--- src/rtl/spi_target_ex.sv ---
// SPI target for host access to the register bus: all four SPI modes, MSB-first words,
// multi-word frames with a saturating word counter. Optional overrun tracking: SPI_TARGET_OVERRUN_EN.
module spi_target_ex #(
  parameter int                WORD_W      = 8,
  parameter int                CPOL        = 0,
  parameter int                CPHA        = 0,
  parameter int                SYNC_STAGES = 2,
  parameter int                CNT_W       = 8,
  parameter logic [WORD_W-1:0] TX_IDLE     = '1
) (
  input  logic              clk,
  input  logic              reset_i,
  input  logic              spi_sck_i,
  input  logic              spi_copi_i,
  output logic              spi_cipo_o,
  input  logic              spi_cs_i,
  output logic              select_o,
  output logic              frame_start_o,
  output logic              frame_end_o,
  output logic              rx_valid_o,
  output logic [WORD_W-1:0] rx_data_o,
  output logic              tx_load_o,
  input  logic [WORD_W-1:0] tx_data_i,
  input  logic              tx_valid_i,
`ifdef SPI_TARGET_OVERRUN_EN
  input  logic              rx_ready_i,
  output logic              rx_overrun_o,
`endif
  output logic [CNT_W-1:0]  word_count_o
);

  localparam logic                SCK_IDLE = (CPOL != 0);
  localparam bit                  PHASE1   = (CPHA != 0);
  localparam int                  BIT_W    = $clog2(WORD_W);
  localparam logic [BIT_W-1:0]    LAST_BIT = BIT_W'(WORD_W - 1);

  logic [SYNC_STAGES-1:0] sck_sync, copi_sync, cs_sync;
  logic                   sck_prev;
  logic [BIT_W-1:0]       bit_cnt;
  logic [WORD_W-1:0]      rx_sr, tx_sr;

  logic              sck_norm, copi, sel;
  logic              leading, trailing, sample_edge, shift_edge, last_bit;
  logic              word_done, load_now, frame_begin, shift_bit;
  logic [WORD_W-1:0] rx_word, next_word;

  // NOTE: the synchroniser resets to idle pin levels so that releasing reset never looks like an SCK edge or a select.
  always_ff @(posedge clk) begin
    if (reset_i) begin
      sck_sync  <= {SYNC_STAGES{SCK_IDLE}};
      copi_sync <= '0;
      cs_sync   <= '1;
    end else begin
      sck_sync  <= {sck_sync[SYNC_STAGES-2:0], spi_sck_i};
      copi_sync <= {copi_sync[SYNC_STAGES-2:0], spi_copi_i};
      cs_sync   <= {cs_sync[SYNC_STAGES-2:0], spi_cs_i};
    end
  end

  // Sampling happens on the leading edge in phase 0 and the trailing edge in phase 1;
  // the bit counter always advances on the trailing edge, where every bit ends.
  always_comb begin
    sck_norm    = sck_sync[SYNC_STAGES-1] ^ SCK_IDLE;
    copi        = copi_sync[SYNC_STAGES-1];
    sel         = ~cs_sync[SYNC_STAGES-1];
    leading     = sck_norm & ~sck_prev;
    trailing    = ~sck_norm & sck_prev;
    sample_edge = PHASE1 ? trailing : leading;
    shift_edge  = PHASE1 ? leading : trailing;
    last_bit    = (bit_cnt == LAST_BIT);
    word_done   = sel & sample_edge & last_bit;
    load_now    = ~sel | (trailing & last_bit);
    frame_begin = sel & ~select_o;
    rx_word     = {rx_sr[WORD_W-2:0], copi};
    next_word   = tx_valid_i ? tx_data_i : TX_IDLE;
    shift_bit   = PHASE1 ? tx_sr[WORD_W-1] : tx_sr[WORD_W-2];
  end

  always_ff @(posedge clk) begin
    if (reset_i) begin
      sck_prev      <= 1'b0;
      bit_cnt       <= '0;
      rx_sr         <= '0;
      tx_sr         <= '0;
      spi_cipo_o    <= TX_IDLE[WORD_W-1];
      select_o      <= 1'b0;
      frame_start_o <= 1'b0;
      frame_end_o   <= 1'b0;
      rx_valid_o    <= 1'b0;
      rx_data_o     <= '0;
      tx_load_o     <= 1'b0;
      word_count_o  <= '0;
`ifdef SPI_TARGET_OVERRUN_EN
      rx_overrun_o  <= 1'b0;
`endif
    end else begin
      sck_prev      <= sck_norm;
      select_o      <= sel;
      frame_start_o <= frame_begin;
      frame_end_o   <= ~sel & select_o;
      rx_valid_o    <= word_done;
      tx_load_o     <= load_now;

      if (word_done) rx_data_o <= rx_word;
      if (sel && sample_edge) rx_sr <= rx_word;

      if (!sel) bit_cnt <= '0;
      else if (trailing) bit_cnt <= last_bit ? '0 : bit_cnt + 1'b1;

      if (load_now) begin
        tx_sr      <= next_word;
        spi_cipo_o <= next_word[WORD_W-1];
      end else if (shift_edge) begin
        tx_sr      <= {tx_sr[WORD_W-2:0], 1'b0};
        spi_cipo_o <= shift_bit;
      end

      if (frame_begin) word_count_o <= '0;
      else if (word_done && word_count_o != '1) word_count_o <= word_count_o + 1'b1;

`ifdef SPI_TARGET_OVERRUN_EN
      if (frame_begin) rx_overrun_o <= 1'b0;
      else if (rx_valid_o && !rx_ready_i) rx_overrun_o <= 1'b1;
`endif
    end
  end

endmodule

--- config.mk ---
export PLATFORM = sky130hd
export DESIGN_NAME = spi_target_ex
export DESIGN_NICKNAME = d
export VERILOG_FILES = /design/src/rtl/spi_target_ex.sv
export SDC_FILE = /design/constraint.sdc
export NUM_CORES = 1
export LEC_CHECK = 0
export BUFFER_PORTS_ARGS = -buffer_cell sky130_fd_sc_hd__buf_2
export CAP_MARGIN = 20
export CELL_PAD_IN_SITES_DETAIL_PLACEMENT = 1
export CELL_PAD_IN_SITES_GLOBAL_PLACEMENT = 1
export CORE_MARGIN = 2
export CORE_UTILIZATION = 43
export CTS_BUF_LIST = sky130_fd_sc_hd__clkbuf_16
export CTS_CLUSTER_DIAMETER = 150
export DETAILED_ROUTE_END_ITERATION = 8
export GPL_TIMING_DRIVEN = 0
export PLACE_DENSITY_LB_ADDON = 0.1
export SETUP_SLACK_MARGIN = 0.5
export SLEW_MARGIN = 10
export SYNTH_ARGS = -nofsm -noshare
export SYNTH_HDL_FRONTEND = slang
export SYNTH_SLANG_ARGS = --single-unit
--- constraint.sdc ---
create_clock -name clk -period 3.1 [get_ports clk]
set_input_delay 0.62 -clock clk [delete_from_list [all_inputs] [get_ports clk]]
set_output_delay 0.62 -clock clk [all_outputs]
set_load 0.05 [all_outputs]
**Word level (Yosys, flattened, before mapping)**

Index checks and enable logic that the tools add are counted.

- Equal/unequal tests: 2
- Mux-type cells: 6
- Reduce and logical (&&, ||, !) cells: 5
- Bitwise operators: 12
- Add/sub/neg operators: 2

Operator list:

| kind | number |
|---|---|
| $mux 7 | 2 |
| $add 8x1->8 const B | 1 |
| $mux 8 | 1 |
| $ne 8x8->1 const B | 1 |
| $and 1x1->1 | 7 |
| $not 1->1 | 4 |
| $reduce_or 2->1 | 2 |
| $add 3x1->3 const B | 1 |
| $eq 3x3->1 const B | 1 |
| $mux 3 | 1 |
| $logic_and 1x1->1 | 2 |
| $mux 1 | 2 |
| $reduce_bool 2->1 | 1 |
| $or 1x1->1 | 1 |

- Bits in registers: 46
- Output and inout bits: 22
- Bits of input ports: 14

**Logic depth before layout (Yosys ltp)**

- Depth in word-level cells: 5
- Gate-level depth with buffers: 7

**Worst setup path before layout**

OpenSTA, ideal clock, no wires.

- Path kind: flip-flop to flip-flop
- Start: register word_count_o[0]
- End: register word_count_o[1]
- Library setup time: 133 ps
- Cell stages (with the launch flop): 6
- Data arrival time: 1706 ps
- Buffers on the path: 0
- Setup slack: 1260 ps
- Cells stage by stage: dfxtp_1 > ha_1 > nand3_1 > o21ai_0 > mux2i_1 > nor2_1

- Cells in the longest elaborated chain, start to end: 2

RTL lines:

| what | line | text |
|---|---|---|
| start, declared | 29 | `output logic [CNT_W-1:0] word_count_o` |
| start signal, assigned | 119 | `else if (word_done && word_count_o != '1) word_count_o <= word_count_o + 1'b1;` |
| parallel branches: the longest is 2 deep, another holds $add 8x1->8 | -- |  |

Parallel ways; which one is timed is not known.
A chain may end at the register's enable or synchronous reset.

**Final worst setup path**

- Start: register bit_cnt[0]
- End: register tx_sr[2]

- Cells in the longest elaborated chain, start to end: 4

RTL lines:

| what | line | text |
|---|---|---|
| start, declared | 39 | `logic [BIT_W-1:0] bit_cnt;` |
| start signal, assigned | 108 | `else if (trailing) bit_cnt <= last_bit ? '0 : bit_cnt + 1'b1;` |
| $eq 3x3->1 * | 70 | `last_bit = (bit_cnt == LAST_BIT);` |
| $and 1x1->1 * | 72 | `load_now = ~sel \| (trailing & last_bit);` |
| $or 1x1->1 * | 72 |  |
| $mux 7 / $reduce_bool 2->1 (equally long branches) | -- |  |
| end signal, assigned | 111 | `tx_sr <= next_word;` |
| end signal, assigned | 114 | `tx_sr <= {tx_sr[WORD_W-2:0], 1'b0};` |
| end, declared | 40 | `logic [WORD_W-1:0] rx_sr, tx_sr;` |

Every way passes the cells marked *; elsewhere a longest branch is shown, timed or not.

==> run_results.csv <==
group,metric,value,unit
placement,place.gp.congestion,0.7267,
clock_tree,cts_resized,0,
clock_tree,clkTransAtPathRegs,60,ps
hold_path,min_to,"cs_sync[1]",
clock_tree,post_cts_buffers,0,
layout,drive_gt1_frac,0.2110,
timing,rsz0062_at_grt,"no",
timing,slew_violations,0,
drt,route.detailed.drc,0,
power,p_leak,0.9151,nW
die,core_area,3971,sq um
worst_setup_path,crit-reg2reg-capture,"tx_sr[2]",
power,p_per_area,559.2,nW/um^2
grt,antenna_found_initial,0,
logic_synthesis,yosys_most_used_dff,"dfxtp_1",
worst_setup_path,path_buf_inv,1,
hold_path,hold_depth,1,
worst_setup_path,reg2reg_from,"bit_cnt[0]",
outcome,outcome,"completed",
worst_setup_path,cp.depth,7,
logic_synthesis,synth-seq-cells,46,
worst_setup_path,critPathSlowestCell,"clkbuf_1",
clock_tree,root_buffer,"clkbuf_16",
layout,nNetsFinal,253,
clock_tree,cts_made_buffers,5,
timing,worst_pin_slew,624.8,ps
drt,first_iter_violations,66,
logic_synthesis,synth_edf_count,0,
worst_setup_path,critPathMaxFanout,10,
clock_tree,cts_tree,"yes",
layout,final_common_cell,"dfxtp_1",
die,design.portCount,36,
timing,fmax,499.5,MHz
grt,track_usage,0.1921,
worst_setup_path,cp_common_cell,"ha_1",
hold_path,min-delay-start,"cs_sync[0]",
drt,wl_per_cell,14.36,um
worst_setup_path,cp_cell_sequence,"ha_1, ha_1, nor2_1, clkbuf_1, a21oi_1, a211oi_1, nor3_1",
worst_setup_path,rrSetupSlack,1100,ps
timing,slew_headroom,0.5819,
grt,grt_pass1_vias,1459,
logic_synthesis,netlist_area,1767,sq um
die,dieWidth,68.10,um
clock_tree,htree_levels,2,
worst_setup_path,worstRegToRegCells,7,
logic_synthesis,avgSynthCellArea,9.060,sq um
logic_synthesis,synth_cells,195,
die,fp.dieH,68.10,um
placement,placedCellCount,279,
logic_synthesis,synth_top_area_cell,"dfxtp_1",
hold_path,holdCritPathClass,"reg2reg",
worst_setup_path,required,3250,ps
placement,pre_cts_slack,1116,ps
drt,drt-pass1-iter-count,4,
timing,period_share,0.6458,
drt,via_per_inst,5.077,
logic_synthesis,synth-seq-area-share,0.5212,
worst_setup_path,crit_path_end_kind,"flip-flop",
drt,num_vias,1457,
logic_synthesis,syn-num-nets,212,
placement,place_hpwl,3.062,mm
clock_tree,cts_buffer_depth,2,
grt,grt_max_degree,16,
logic_synthesis,yosysTopAreaCellShare,0.5212,
layout,postLayoutCellArea,2146,sq um
layout,diodes,0,
logic_synthesis,ys_warn_count,0,
timing,finalWorstSetupSlack,1098,ps
worst_setup_path,cpLargestDelayFamily,"adder cells",
flow_run,cap_violations,0,
timing,setup_viol_count_final,0,
clock_tree,clock_sinks,46,
placement,io_buffers,34,
drt,drt_wl_total,4.122,mm
die,num_rows,23,
placement,placed_area,1999,sq um
timing,finalSetupTns,0,ps
layout,finalNonFillerCells,287,
clock_tree,postCtsHoldBufs,0,
die,dieArea,4638,sq um
clock_tree,insertion_delay,280,ps
timing,hold_violations,0,
timing,skew,5.734,ps
timing,min_period,2002,ps
grt,grt-ovfl-total,0,
drt,final_antenna_net_count,0,
layout,area_growth,21.46,%
logic_synthesis,synth.area.top_cells,"dfxtp_1 (52%), mux2i_1 (6.2%), a21oi_1 (5.4%), nor2_1 (5.3%), nand2_1 (4.2%)",
logic_synthesis,ys_async_sr_fraction,0,
die,start_util,0.4449,
worst_setup_path,slowest_delay,380,ps
worst_setup_path,crit_type,"reg2reg",
power,ir_drop,0.3244,mV
worst_setup_path,cp-start-kind,"flip-flop",
logic_synthesis,yosys.cell_types.count,31,
worst_setup_path,worst_ep_arrival_time,2150,ps
grt,grt_pass1_wl,6.624,mm
layout,final_cell_mix,"dfxtp_1 (46), buf_2 (35), nor2_1 (25)",
[report_power, final]
group	total, mW	internal [mW]	switching (mW)
registers	0.613	0.606	0.00757
logic	0.0662	0.0246	0.0416
clock network	0.521	0.298	0.222
[cell type report]
class                      count  area, sq um
buffer                        11        50.05
inverter                       7        26.28
clock buffer                   5        125.1
clock inverter                 3        21.27
multi-input combinational    131        769.5
timing repair buffer          34        170.2
fill                         489         1826
sequential                    46        920.9
tap                           50        62.56
[sequential cells by signal, summed over array words and instances (netlist names)]
signal	cells
bit_cnt	3
copi_sync	2
cs_sync	2
frame_end_o	1
frame_start_o	1
rx_data_o	8
rx_sr	7
rx_valid_o	1
sck_prev	1
sck_sync	2
select_o	1
spi_cipo_o	1
tx_load_o	1
tx_sr	7
word_count_o	8
[logic make-up (layout without fill, tap and decap cells)]
| kind of cell | after synthesis | after routing | synth area share |
|---|---|---|---|
| simple gates | 78 | 78 | 0.2139 |
| flops | 46 | 46 | 0.5212 |
| xor+xnor | 4 | 4 | 0.01983 |
| fa+ha+maj | 3 | 3 | 0.02125 |
| buf+inv | 18 | 60 | 0.04320 |
| compound gates | 35 | 35 | 0.1183 |
| mux | 11 | 11 | 0.06233 |
[worst max-delay path by stage]
stage,from,endpoint,slack (ps)
finish,bit_cnt[0],tx_sr[2],1100
CTS,bit_cnt[0],tx_sr[2],1090
global route,bit_cnt[0],tx_sr[3],920
detailed placement,bit_cnt[0],tx_sr[2],1120
global placement,bit_cnt[0],tx_sr[4],1180
floorplan,word_count_o[0],word_count_o[1],1260
[through the flow]
| step | hold WS, ps | util | total power, mW |
|---|---|---|---|
| after detailed placement | 400.5 | 0.5035 | 0.6930 |
| after global placement | 393.2 | 0.5035 | 0.6893 |
| after CTS | 415.1 | 0.5403 | 1.213 |
| after global routing | 426.2 | 0.5403 | 1.247 |
| final | 412.1 | 0.5403 | 1.200 |
| after floorplan | 389.5 | - | 0.6707 |
[cells in the mapped netlist, drive strengths merged, types with 2 or more instances]
library cell  count
or2               3
and3              2
ha                3
a21oi            19
dfxtp            46
nor3b             2
clkbuf            8
o21ai             3
mux2i            11
buf               3
nor2b             6
inv               7
or3               2
xor2              4
nand2            21
nand3             2
nor3             12
o211ai            3
nor2             25
a211oi            6
[worst register-to-register path: stages, from the launching register on]
cell and delay, ps:
dfxtp_1 330, ha_1 200, ha_1 270, nor2_1 250, clkbuf_1 380, a21oi_1 80
a211oi_1 290, nor3_1 70
[per-layer routing]
layer	GRT usage	share of wire
met1	0.2272	0.45
met2	0.3447	0.51
met3	0.03618	0.030
met4	0.06750	0.0087
met5	0	0
(Power assumes the default switching activity.)
